$ cat config.mk
export PLATFORM = sky130hd
export DESIGN_NAME = adc_pipe_arbiter
export DESIGN_NICKNAME = d
export VERILOG_FILES = /design/src/rtl/adc_pipe_arbiter.sv
export SDC_FILE = /design/constraint.sdc
export NUM_CORES = 1
export LEC_CHECK = 0
export ABC_AREA = 1
export CORE_MARGIN = 3
export CORE_UTILIZATION = 45
export CTS_BUF_LIST = sky130_fd_sc_hd__clkbuf_4
export DETAILED_ROUTE_END_ITERATION = 8
export PLACE_DENSITY = 0.71
export SYNTH_ARGS = -nofsm -noshare
export SYNTH_HDL_FRONTEND = slang
export SYNTH_SLANG_ARGS = --single-unit
$ cat constraint.sdc
create_clock -name clk_in -period 16.8 [get_ports clk_in]
set_clock_uncertainty 0.15 [all_clocks]
set_input_delay 1.68 -clock clk_in [delete_from_list [all_inputs] [get_ports clk_in]]
set_output_delay 1.68 -clock clk_in [all_outputs]
set_load 0.01 [all_outputs]
$ cat src/rtl/adc_pipe_arbiter.sv
// adc_pipe_arbiter: latches ADC samples per channel and packs them round-robin into two-word tagged pipe FIFO frames.
// Latency: a strobe captured at edge k is granted at k+1; the header is written at k+2 and the data word at k+3.
// Backpressure: fifo_full_in holds the frame in place; a new sample on a channel that is still pending overwrites it and counts a drop.
module adc_pipe_arbiter #(
  parameter int N_ADC  = 6,
  parameter int W_ADC  = 18,
  parameter int W_DROP = 6
) (
  input  logic             clk_in,
  input  logic             reset_in,
  input  logic [N_ADC-1:0] chan_en_in,
  input  logic [N_ADC-1:0] adc_data_valid_in,
  input  logic [W_ADC-1:0] adc_data_a_in,
  input  logic [W_ADC-1:0] adc_data_b_in,
  input  logic             fifo_full_in,
  output logic             fifo_wr_en_out,
  output logic [15:0]      fifo_data_out,
  output logic             drop_any_out,
  output logic             busy_out
);

  localparam int CW = (N_ADC > 1) ? $clog2(N_ADC) : 1;

  typedef enum logic [1:0] {
    IDLE = 2'd0,
    HDR  = 2'd1,
    DATA = 2'd2
  } state_t;

  state_t                       state_q, state_d;
  logic [CW-1:0]                rr_q, rr_d;
  logic [N_ADC-1:0]             pend_q, pend_d;
  logic [N_ADC-1:0][W_ADC-1:0]  latch_q, latch_d;
  logic [N_ADC-1:0][W_DROP-1:0] drop_q, drop_d;
  logic                         drop_any_q, drop_any_d;
  logic [15:0]                  data_q, data_d;
  logic [15:0]                  next_q, next_d;

  logic                         gnt_found;
  logic [CW-1:0]                gnt_idx;
  logic                         do_grant;
  logic [W_ADC-1:0]             gnt_raw;
  logic [W_DROP-1:0]            gnt_drop;
  logic [17:0]                  gnt_s18;
  logic [5:0]                   gnt_drop6;

  assign gnt_raw  = latch_q[gnt_idx];
  assign gnt_drop = drop_q[gnt_idx];

  // Align the granted sample to an 18-bit field: keep the MSBs, pad missing LSBs with zero.
  if (W_ADC >= 18) begin : g_samp_trunc
    assign gnt_s18 = gnt_raw[W_ADC-1 -: 18];
  end else begin : g_samp_pad
    assign gnt_s18 = {gnt_raw, {(18 - W_ADC){1'b0}}};
  end

  // Fit the drop count into the 6-bit frame field: saturate wide counters, zero-extend narrow ones.
  if (W_DROP > 6) begin : g_drop_sat
    assign gnt_drop6 = (gnt_drop > W_DROP'(63)) ? 6'h3f : gnt_drop[5:0];
  end else begin : g_drop_ext
    assign gnt_drop6 = 6'(gnt_drop);
  end

  // Round-robin search: the first pending channel at or after rr_q wins (lowest offset assigned last).
  always_comb begin
    gnt_found = 1'b0;
    gnt_idx   = '0;
    for (int k = N_ADC - 1; k >= 0; k--) begin
      if (pend_q[CW'((int'(rr_q) + k) % N_ADC)]) begin
        gnt_found = 1'b1;
        gnt_idx   = CW'((int'(rr_q) + k) % N_ADC);
      end
    end
  end

  // Next-state: frame FSM, grant bookkeeping, then per-channel capture / overwrite / enable masking.
  always_comb begin
    state_d    = state_q;
    rr_d       = rr_q;
    pend_d     = pend_q;
    latch_d    = latch_q;
    drop_d     = drop_q;
    drop_any_d = drop_any_q;
    data_d     = data_q;
    next_d     = next_q;
    do_grant   = 1'b0;

    case (state_q)
      IDLE: do_grant = gnt_found;
      HDR: begin
        if (!fifo_full_in) begin
          state_d = DATA;
          data_d  = next_q;
        end
      end
      DATA: begin
        if (!fifo_full_in) begin
          if (gnt_found) do_grant = 1'b1;
          else           state_d  = IDLE;
        end
      end
      default: state_d = IDLE;
    endcase

    // The data word is built at grant time so HDR->DATA is a plain register move.
    if (do_grant) begin
      state_d         = HDR;
      rr_d            = (gnt_idx == CW'(N_ADC - 1)) ? '0 : gnt_idx + 1'b1;
      data_d          = {2'b10, 4'(gnt_idx), gnt_s18[17:8]};
      next_d          = {2'b01, gnt_drop6, gnt_s18[7:0]};
      pend_d[gnt_idx] = 1'b0;
      drop_d[gnt_idx] = '0;
    end

    for (int i = 0; i < N_ADC; i++) begin
      if (adc_data_valid_in[i] && chan_en_in[i]) begin
        latch_d[i] = (i < N_ADC / 2) ? adc_data_a_in : adc_data_b_in;
        // A sample granted on this same edge was already snapshotted, so it is not a drop.
        if (pend_q[i] && !(do_grant && gnt_idx == CW'(i))) begin
          if (drop_q[i] != {W_DROP{1'b1}}) drop_d[i] = drop_q[i] + 1'b1;
          drop_any_d = 1'b1;
        end
        pend_d[i] = 1'b1;
      end
      if (!chan_en_in[i]) pend_d[i] = 1'b0;
    end
  end

  // State register with asynchronous clear; a reset mid-frame simply truncates the frame.
  always_ff @(posedge clk_in or posedge reset_in) begin
    if (reset_in) begin
      state_q    <= IDLE;
      rr_q       <= '0;
      pend_q     <= '0;
      latch_q    <= '0;
      drop_q     <= '0;
      drop_any_q <= 1'b0;
      data_q     <= '0;
      next_q     <= '0;
    end else begin
      state_q    <= state_d;
      rr_q       <= rr_d;
      pend_q     <= pend_d;
      latch_q    <= latch_d;
      drop_q     <= drop_d;
      drop_any_q <= drop_any_d;
      data_q     <= data_d;
      next_q     <= next_d;
    end
  end

  assign fifo_wr_en_out = ((state_q == HDR) || (state_q == DATA)) && !fifo_full_in;
  assign fifo_data_out  = data_q;
  assign drop_any_out   = drop_any_q;
  assign busy_out       = (state_q != IDLE);

endmodule

==> results by group, run 1 <==
Status
  • Status: finished, final reports clean

Timing
  • Slew at the pin closest to its max-slew limit: 1150 ps
  • Hold Vio Cnt, Final: 0
  • Fmax: 0.200 GHz
  • Period utilization: 0.298
  • Fin Hold WS: 321 ps
  • RSZ-0062 raised after global routing: no
  • Endpoints failing setup: 0
  • Setup TNS: 0 ps
  • Relative slew slack: 0.228
  • Min cycle time layout: 5000 ps
  • Slew Viols, Final: 0
  • Final worst slack: 11800 ps

Floorplan
  • # IOs: 70
  • # rows: 53
  • Die Width: 155 um
  • Full die area: 24100 um2
  • Vert. Die Dim: 155 um
  • Core area: 21500 um2
  • Starting density of the core: 0.467

Clock tree
  • Clk slew on worst S/H paths: 150 ps
  • Worst-Skew Late Latency: 590 ps
  • CTS Sinks: 187
  • Clk buf depth: 2
  • CTS Buf Count: 17
  • Cts-stage hold buffer count: 0
  • Post-cts resize count: 0
  • CTS root buf: clkbuf_4
  • Post-CTS Repair Setup Buffers: 0
  • CTS tree: built
  • H-tree Lvls: 4

Yosys
  • Post-synth top flop: dfrtp_1
  • Synth area leaders: dfrtp_1 47%, nand2_1 17%, o21ai_0 7.6%, nand3_1 6.1%, inv_1 4.8%
  • Synth unique cells: 42
  • Share of the synthesized area in the top cell type: 0.467
  • Mapped Cells: 1317
  • Yosys warnings: 0
  • Sequential-to-total area share from yosys stat: 0.467
  • Post-synthesis cell area: 10000 um2
  • Synthesized area per cell: 7.62 um2
  • Yosys top cell by area: dfrtp_1
  • Synthesized flop and latch total: 187
  • Asr flop ratio synth: 1.00
  • EDFF count, synth: 0
  • Syn nets: 1388

Global routing
  • Vias in the first global route: 8331
  • Overflow after GRT: 0
  • Initial antenna violation count: 1
  • First-pass GRT wire length: 41400 um
  • Pin count of the biggest net entering global routing: 113
  • Total global routing track utilization: 0.213

Critical path
  • CP required: 17140 ps
  • Critical path launch point type: register
  • Critical path arrival: 5340 ps
  • Crit path max fanout: 41
  • Critical path class: register to register
  • Critical Path End Type: register

Placed design
  • Cell Area, Placed: 10800 um2
  • Post-DP HPWL: 17700 um
  • RD Place Congestion: 0.878
  • Post-Place Worst Slack: 11870 ps
  • IO Port Bufs: 69

Route
  • Drt total wl: 25100 um
  • Routed Antenna Nets: 0
  • 1st-pass router iterations: 6
  • Drt initial violations: 776
  • Via count: 8738
  • Vias per cell: 5.30
  • Post-detailed-route wirelength per cell: 15.2 um
  • DR DRC count: 0

Run
  • Max cap viols: 0

Cells and area
  • Design Area, Final: 11100 um2
  • Commonest non-fill, non-tap cells in the layout: 464 x nand2_1, 187 x dfrtp_1, 153 x o21ai_0
  • Ratio of cells with drive above 1 in the final layout: 0.0641
  • Commonest non-fill, non-tap cell in the layout: nand2_1
  • Final net count: 1431
  • Layout area overhead: 10.9%

Worst hold path
  • HP Class: register to register
routing by layer:
metal / up-vias / part of all wire / global-route usage
met4: 0 / 0.020 / 0.0571
met1: 4133 / 0.44 / 0.283
met2: 224 / 0.49 / 0.362
li1: 4348 / - / -
met3: 33 / 0.053 / 0.0359
met5: - / 0 / 0
cells in the mapped netlist, types with 10 or more instances:
| cell | n |
|---|---|
| nand2_2 | 10 |
| nand4_1 | 36 |
| inv_1 | 128 |
| nor2_1 | 42 |
| o21ai_0 | 153 |
| a21oi_1 | 16 |
| buf_2 | 14 |
| ha_1 | 20 |
| buf_4 | 10 |
| clkbuf_1 | 22 |
| dfrtp_1 | 187 |
| inv_2 | 13 |
| o21ai_1 | 10 |
| nand3_1 | 122 |
| nand2_1 | 464 |
sequential cells by signal (all words and copies together), names as in the netlist:
| register | flops |
|---|---|
| fifo_data_out | 16 |
| drop_any_out | 1 |
| state_q | 2 |
| rr_q | 3 |
| next_q | 15 |
| latch_q | 108 |
| drop_q | 36 |
| pend_q | 6 |
per-stage QoR:
stage | util | std cells
after floorplan | - | 1317
after CTS | 0.517 | 1648
after global placement | 0.505 | 1616
final | 0.518 | 1650
after detailed placement | 0.505 | 1616
after global routing | 0.518 | 1650
cell type report:
cell class              count  area [um2]
inverters                 143         544
clock inverters            13         125
clock buffers              19         143
multi-input cells         937        4550
fillers                  2108       10400
diodes                      2        5.00
flip-flops and latches    187        4680
well taps                 275         344
repair buffers             74         728
cells by family after synthesis:
family / synth area share
flops: 0.467
xor+xnor: 0.00774
simple gates: 0.315
buf+inv: 0.0795
fa+ha+maj: 0.0250
compound gates: 0.106
worst max-delay path, cell delays in order, from the launching register on:
cell and delay (ps):
dfrtp_1 630, inv_2 200, ha_1 290, xnor2_2 250, ha_1 270, nor2_1 110, nand3_1 80, nand2_1 100
nand3_1 100, nand2_1 130, nand2_1 60, nand3_1 80, nand2_1 100, nor2_4 120, nand2_1 90, nand2_1 150
nand2_4 320, inv_2 440, nand2_1 120, nand2_1 360, inv_1 360, o21ai_0 280, nand2_1 80
final timing paths:
kind | cells after the start | endpoint | slack, ps | from
max | 22 | fifo_data_out[9] | 11800 | rr_q[0]
min | 2 | next_q[14] | 320 | next_q[14]
max reg2reg | 22 | fifo_data_out[9] | 11800 | rr_q[0]
min reg2reg | 2 | next_q[14] | 320 | next_q[14]
max in group asynchronous | 3 | latch_q[106] | 13420 | reset_in
min in group asynchronous | 2 | latch_q[31] | 1550 | reset_in
Power of run 1 is not shown: default switching activity piles up to over one toggle a cycle in this logic, so the estimate is an artifact.
==> run 2: changes to the inputs <==
==> constraint.sdc (replaced) <==
create_clock -name clk_in -period 5.15 [get_ports clk_in]
set_clock_uncertainty 0.15 [all_clocks]
set_input_delay 0.515 -clock clk_in [delete_from_list [all_inputs] [get_ports clk_in]]
set_output_delay 0.515 -clock clk_in [all_outputs]
set_load 0.01 [all_outputs]
==> results by group, run 2 (same netlist as run 1, synthesis figures left out) <==
Status
  • Status: finished, final reports clean

Cells and area
  • Layout area overhead: 12.2%
  • Ratio of cells with drive above 1 in the final layout: 0.0676 (+0.00354)
  • Commonest non-fill, non-tap cells in the layout: 464 x nand2_1, 187 x dfrtp_1, 153 x o21ai_0
  • Commonest non-fill, non-tap cell in the layout: nand2_1
  • Final net count: 1433 (+0.14%)
  • Top reg by flops: latch_q
  • Max FFs per register: 108 (unchanged)

Clock tree
  • Clk slew on worst S/H paths: 160 ps (about the same)
  • Post-cts resize count: 0 (unchanged)
  • CTS Buf Count: 17 (unchanged)
  • CTS Sinks: 187 (unchanged)
  • CTS root buf: clkbuf_4
  • Clk buf depth: 2 (unchanged)
  • Post-CTS Repair Setup Buffers: 0 (unchanged)
  • Worst-Skew Late Latency: 600 ps (about the same)
  • CTS tree: built
  • H-tree Lvls: 4 (unchanged)
  • Cts-stage hold buffer count: 0 (unchanged)

Floorplan
  • Full die area: 24100 um2 (unchanged)
  • Core area: 21500 um2 (unchanged)
  • Die Width: 155 um (unchanged)
  • # IOs: 70 (unchanged)
  • Starting density of the core: 0.467 (unchanged)
  • # rows: 53 (unchanged)
  • Vert. Die Dim: 155 um (unchanged)

Global routing
  • Pin count of the biggest net entering global routing: 188 (+66%)
  • Total global routing track utilization: 0.214 (+0.00120)
  • Overflow after GRT: 0 (unchanged)
  • Vias in the first global route: 8349 (+0.22%)
  • First-pass GRT wire length: 41600 um (+0.52%)
  • Initial antenna violation count: 1 (unchanged)

Critical path
  • Critical path class: register to register
  • CP max stage delay: 640 ps (about the same)
  • CP cell instances: inv_2 > ha_1 > xnor2_2 > ha_1 > nor2_1 > nand3_1 > nand2_1 > nand3_1 > nand2_1 > nand2_1 > nand3_1 > nand2_1 > nor2_4 > nand2_1 > nand2_2 > a21oi_4 > buf_4 > nor2_2 > nand4_4 > nand3_1 > nand3_1 > o21ai_0
  • Critical Path Slowest Stage Cell: dfrtp_1
  • R2R depth: 22 (unchanged)
  • R2r endpoint: drop_q[1]
  • Crit path max fanout: 19 (-54%)
  • Worst flop-to-flop path startpoint: rr_q[0]
  • Critical Path End Type: register
  • CP required: 5530 ps (-11610 ps)
  • Critical path launch point type: register
  • Worst R2R Setup Slack: 570 ps (-11230 ps)
  • Critical path arrival: 4960 ps (-380 ps)

Placed design
  • Post-DP HPWL: 17600 um (-0.73%)
  • RD Place Congestion: 0.888 (+1.2%)
  • IO Port Bufs: 69 (unchanged)

Run
  • Max cap viols: 0 (unchanged)

Route
  • DR DRC count: 0 (unchanged)
  • Routed Antenna Nets: 0 (unchanged)
  • 1st-pass router iterations: 6 (unchanged)
  • Via count: 8723 (-0.17%)
  • Drt initial violations: 694 (-11%)
  • Vias per cell: 5.28 (-0.23%)
  • Post-detailed-route wirelength per cell: 15.2 um (+0.15%)
  • Drt total wl: 25100 um (+0.22%)

Timing
  • RSZ-0062 raised after global routing: no
  • Slew Viols, Final: 0 (unchanged)
  • Period utilization: 0.889 (+0.592)
  • Hold Vio Cnt, Final: 0 (unchanged)
  • Setup TNS: 0 ps (unchanged)
  • Min cycle time layout: 4580 ps (-420 ps)
  • Slew at the pin closest to its max-slew limit: 1170 ps (+12.8 ps)
  • Relative slew slack: 0.220 (-0.00856)
  • Endpoints failing setup: 0 (unchanged)
  • Fmax: 0.218 GHz (+9.2%)
  • Fin Hold WS: 271 ps (-49.9 ps)

Worst hold path
  • HP Class: input pin to async pin
-- run 2: changes by cell type in the layout (fill, tap and decap cells not counted), moves of 3 or more --
cell       before  now
bufinv_16       2    6
clkinv_1        6    3
inv_6           3    0
inv_8           0    3
-- run 2: critical path: cells and delay by family, from the launching register on --
kind	cells	cell delay [ps]
buf+inv	2	410
fa+ha+maj	2	590
simple gates	15	2330
compound gates	2	140
xor+xnor	1	270
flops	1	640
-- run 2: area by class of cell --
class                   instances  area [um2]
diodes                          1        2.50
clock buffers                  18         135
clock inverters                14         240
fillers                      2104       10200
inverters                     143         543
multi-input cells             937        4550
flip-flops and latches        187        4680
well taps                     275         344
repair buffers                 76         756
-- run 2: routing by layer --
layer	routed length [um]	vias up	track usage	share of wire
met1	11300	4095	0.285	0.45
met3	1150	54	0.0348	0.046
met2	11800	212	0.348	0.47
li1	-	4362	-	-
met5	0	-	0	0
met4	891	0	0.0905	0.035
-- run 2: worst max path at each step --
stage	start	to	slack, ps	depth (start not counted)
after floorplan	rr_q[0]	drop_q[21]	1380	31
after global placement	rr_q[0]	drop_q[21]	800	27
after detailed placement	rr_q[0]	drop_q[21]	660	27
after CTS	rr_q[0]	drop_q[21]	620	27
after global routing	rr_q[0]	fifo_data_out[6]	9	24
final	rr_q[0]	drop_q[1]	570	22
-- run 2: per-stage QoR --
stage	cells	cell area [um2]	setup slack [ps]	utilization
finish	1651	11300	570	0.524
global route	1651	11300	8.51	0.524
CTS	1650	11300	625	0.524
detailed placement	1618	10900	664	0.506
global placement	1618	10900	796	0.506
floorplan	1317	10000	1380	-
Power of run 2 is left out for the same reason.
==> run 3: changes to the inputs <==
--- a/config.mk
+++ b/config.mk
@@ -10,7 +10,9 @@
 export CORE_UTILIZATION = 45
 export CTS_BUF_LIST = sky130_fd_sc_hd__clkbuf_4
 export DETAILED_ROUTE_END_ITERATION = 8
-export PLACE_DENSITY = 0.71
+export DONT_BUFFER_PORTS = 1
+export GPL_TIMING_DRIVEN = 1
+export PLACE_DENSITY = 0.67
 export SYNTH_ARGS = -nofsm -noshare
 export SYNTH_HDL_FRONTEND = slang
 export SYNTH_SLANG_ARGS = --single-unit
==> results by group, run 3 (same netlist as run 1, synthesis figures left out) <==
Cells and area
  • Layout area overhead: 8.06%
  • Top reg by flops: latch_q
  • Commonest non-fill, non-tap cells in the layout: 464 x nand2_1, 187 x dfrtp_1, 153 x o21ai_0
  • Commonest non-fill, non-tap cell in the layout: nand2_1
  • Ratio of cells with drive above 1 in the final layout: 0.0698 (+0.00215)
  • Max FFs per register: 108 (unchanged)
  • Design Area, Final: 10800 um2 (-3.7%)
  • Final net count: 1406 (-1.9%)

Clock tree
  • CTS Sinks: 187 (unchanged)
  • Post-cts resize count: 0 (unchanged)
  • Worst-Skew Late Latency: 570 ps (-30 ps)
  • Clk buf depth: 2 (unchanged)
  • CTS tree: built
  • H-tree Lvls: 4 (unchanged)
  • Clk slew on worst S/H paths: 150 ps (about the same)
  • CTS Buf Count: 17 (unchanged)
  • CTS root buf: clkbuf_4

Floorplan
  • Die Width: 155 um (unchanged)
  • Full die area: 24100 um2 (unchanged)
  • # IOs: 70 (unchanged)
  • Starting density of the core: 0.467 (unchanged)
  • Core area: 21500 um2 (unchanged)
  • # rows: 53 (unchanged)
  • Vert. Die Dim: 155 um (unchanged)

Placed design
  • IO Port Bufs: 0 (-100%)
  • Post-DP HPWL: 18200 um (+3.5%)
  • RD Place Congestion: 0.891 (+0.36%)
  • Cell Area, Placed: 10200 um2 (-6.2%)

Critical path
  • CP max stage delay: 670 ps (+30 ps)
  • Critical path class: register to register
  • Critical Path End Type: register
  • Critical path arrival: 4870 ps (-90 ps)
  • Crit path max fanout: 45 (+26)
  • Critical Path Slowest Stage Cell: dfrtp_1
  • Top cell by count, worst path: nand2_1
  • CP required: 5470 ps (-60 ps)
  • Worst path bufs/invs: 1 (-1)
  • Critical path launch point type: register
  • Cell family contributing the most delay on the critical path: simple AND/OR/NAND/NOR gates

Global routing
  • Total global routing track utilization: 0.215 (+0.00167)
  • First-pass GRT wire length: 41800 um (+0.63%)
  • Initial antenna violation count: 1 (unchanged)
  • Overflow after GRT: 0 (unchanged)
  • Vias in the first global route: 8280 (-0.83%)
  • Pin count of the biggest net entering global routing: 188 (unchanged)

Timing
  • Min cycle time layout: 4550 ps (-32.0 ps)
  • Endpoints failing setup: 0 (unchanged)
  • Setup TNS: 0 ps (unchanged)
  • Slew Viols, Final: 0 (unchanged)
  • Slew at the pin closest to its max-slew limit: 1180 ps (+16.9 ps)
  • Hold Vio Cnt, Final: 0 (unchanged)
  • Fmax: 0.220 GHz (+0.70%)
  • RSZ-0062 raised after global routing: no
  • Relative slew slack: 0.209 (-0.0113)
  • Period utilization: 0.883 (-0.00622)

Route
  • 1st-pass router iterations: 5 (-1)
  • Post-detailed-route wirelength per cell: 15.7 um (+3.1%)
  • Routed Antenna Nets: 0 (unchanged)
  • Vias per cell: 5.31 (+0.57%)
  • Via count: 8624 (-1.1%)
  • DR DRC count: 0 (unchanged)
  • Drt total wl: 25500 um (+1.4%)
  • Drt initial violations: 664 (-4.3%)

Worst hold path
  • HP Class: input pin to register

Run
  • Max cap viols: 0 (unchanged)

Status
  • Status: finished, final reports clean
run 3: cell count changes in the layout (fill, tap and decap cells not counted), sizes merged:
cell,delta
clkdlybuf4s50,-69
bufinv,-6
dlygate4sd3,+40
buf,+2
inv,+1
clkbuf,+1
clkinvlp,+3
run 3: metrics by stage:
stage | util | worst slack, ps | hold slack (ps) | cells
after global routing | 0.504 | 193 | 11.2 | 1623
after detailed placement | 0.475 | 656 | 314 | 1551
after global placement | 0.475 | 884 | 310 | 1551
final | 0.504 | 602 | 47.0 | 1623
after floorplan | - | 1380 | 272 | 1317
after CTS | 0.504 | 646 | 3.42 | 1621
run 3: worst paths after layout:
check                                 startpoint           to  slack, ps  cells past startpoint
worst min-delay path            adc_data_a_in[1]  latch_q[37]         50                      2
worst min register to register        next_q[14]   next_q[14]        330                      2
worst max-delay path                     rr_q[0]   drop_q[21]        600                     27
min in group asynchronous               reset_in  latch_q[33]        510                      3
max in group asynchronous               reset_in  latch_q[72]       3560                      3
worst max register to register           rr_q[0]   drop_q[21]        600                     27
run 3: cell type report:
| type | count | area [um2] |
|---|---|---|
| Sequential cell | 187 | 4680 |
| Inverter | 143 | 543 |
| Fill cell | 2144 | 10600 |
| Clock inverter | 12 | 92.6 |
| Clock buffer | 19 | 143 |
| Multi-Input combinational cell | 937 | 4550 |
| Antenna cell | 1 | 2.50 |
| Tap cell | 275 | 344 |
| Timing Repair Buffer | 49 | 480 |
run 3: timing repair:
| item | 4_1_cts | 5_1_grt |
|---|---|---|
| hold buffers | 39 | 1 |
| setup endpoints to repair | 0 | 0 |
| hold endpoints to repair | 185 | 1 |
| buffers inserted | 0 | 0 |
run 3: routing by layer:
| layer | GRT usage | vias up | wire [um] |
|---|---|---|---|
| met2 | 0.363 | 222 | 12400 |
| li1 | - | 4306 | - |
| met1 | 0.284 | 4069 | 11200 |
| met5 | 0 | - | 0 |
| met3 | 0.0445 | 27 | 1390 |
| met4 | 0.0600 | 0 | 452 |
Power of run 3 is left out for the same reason.
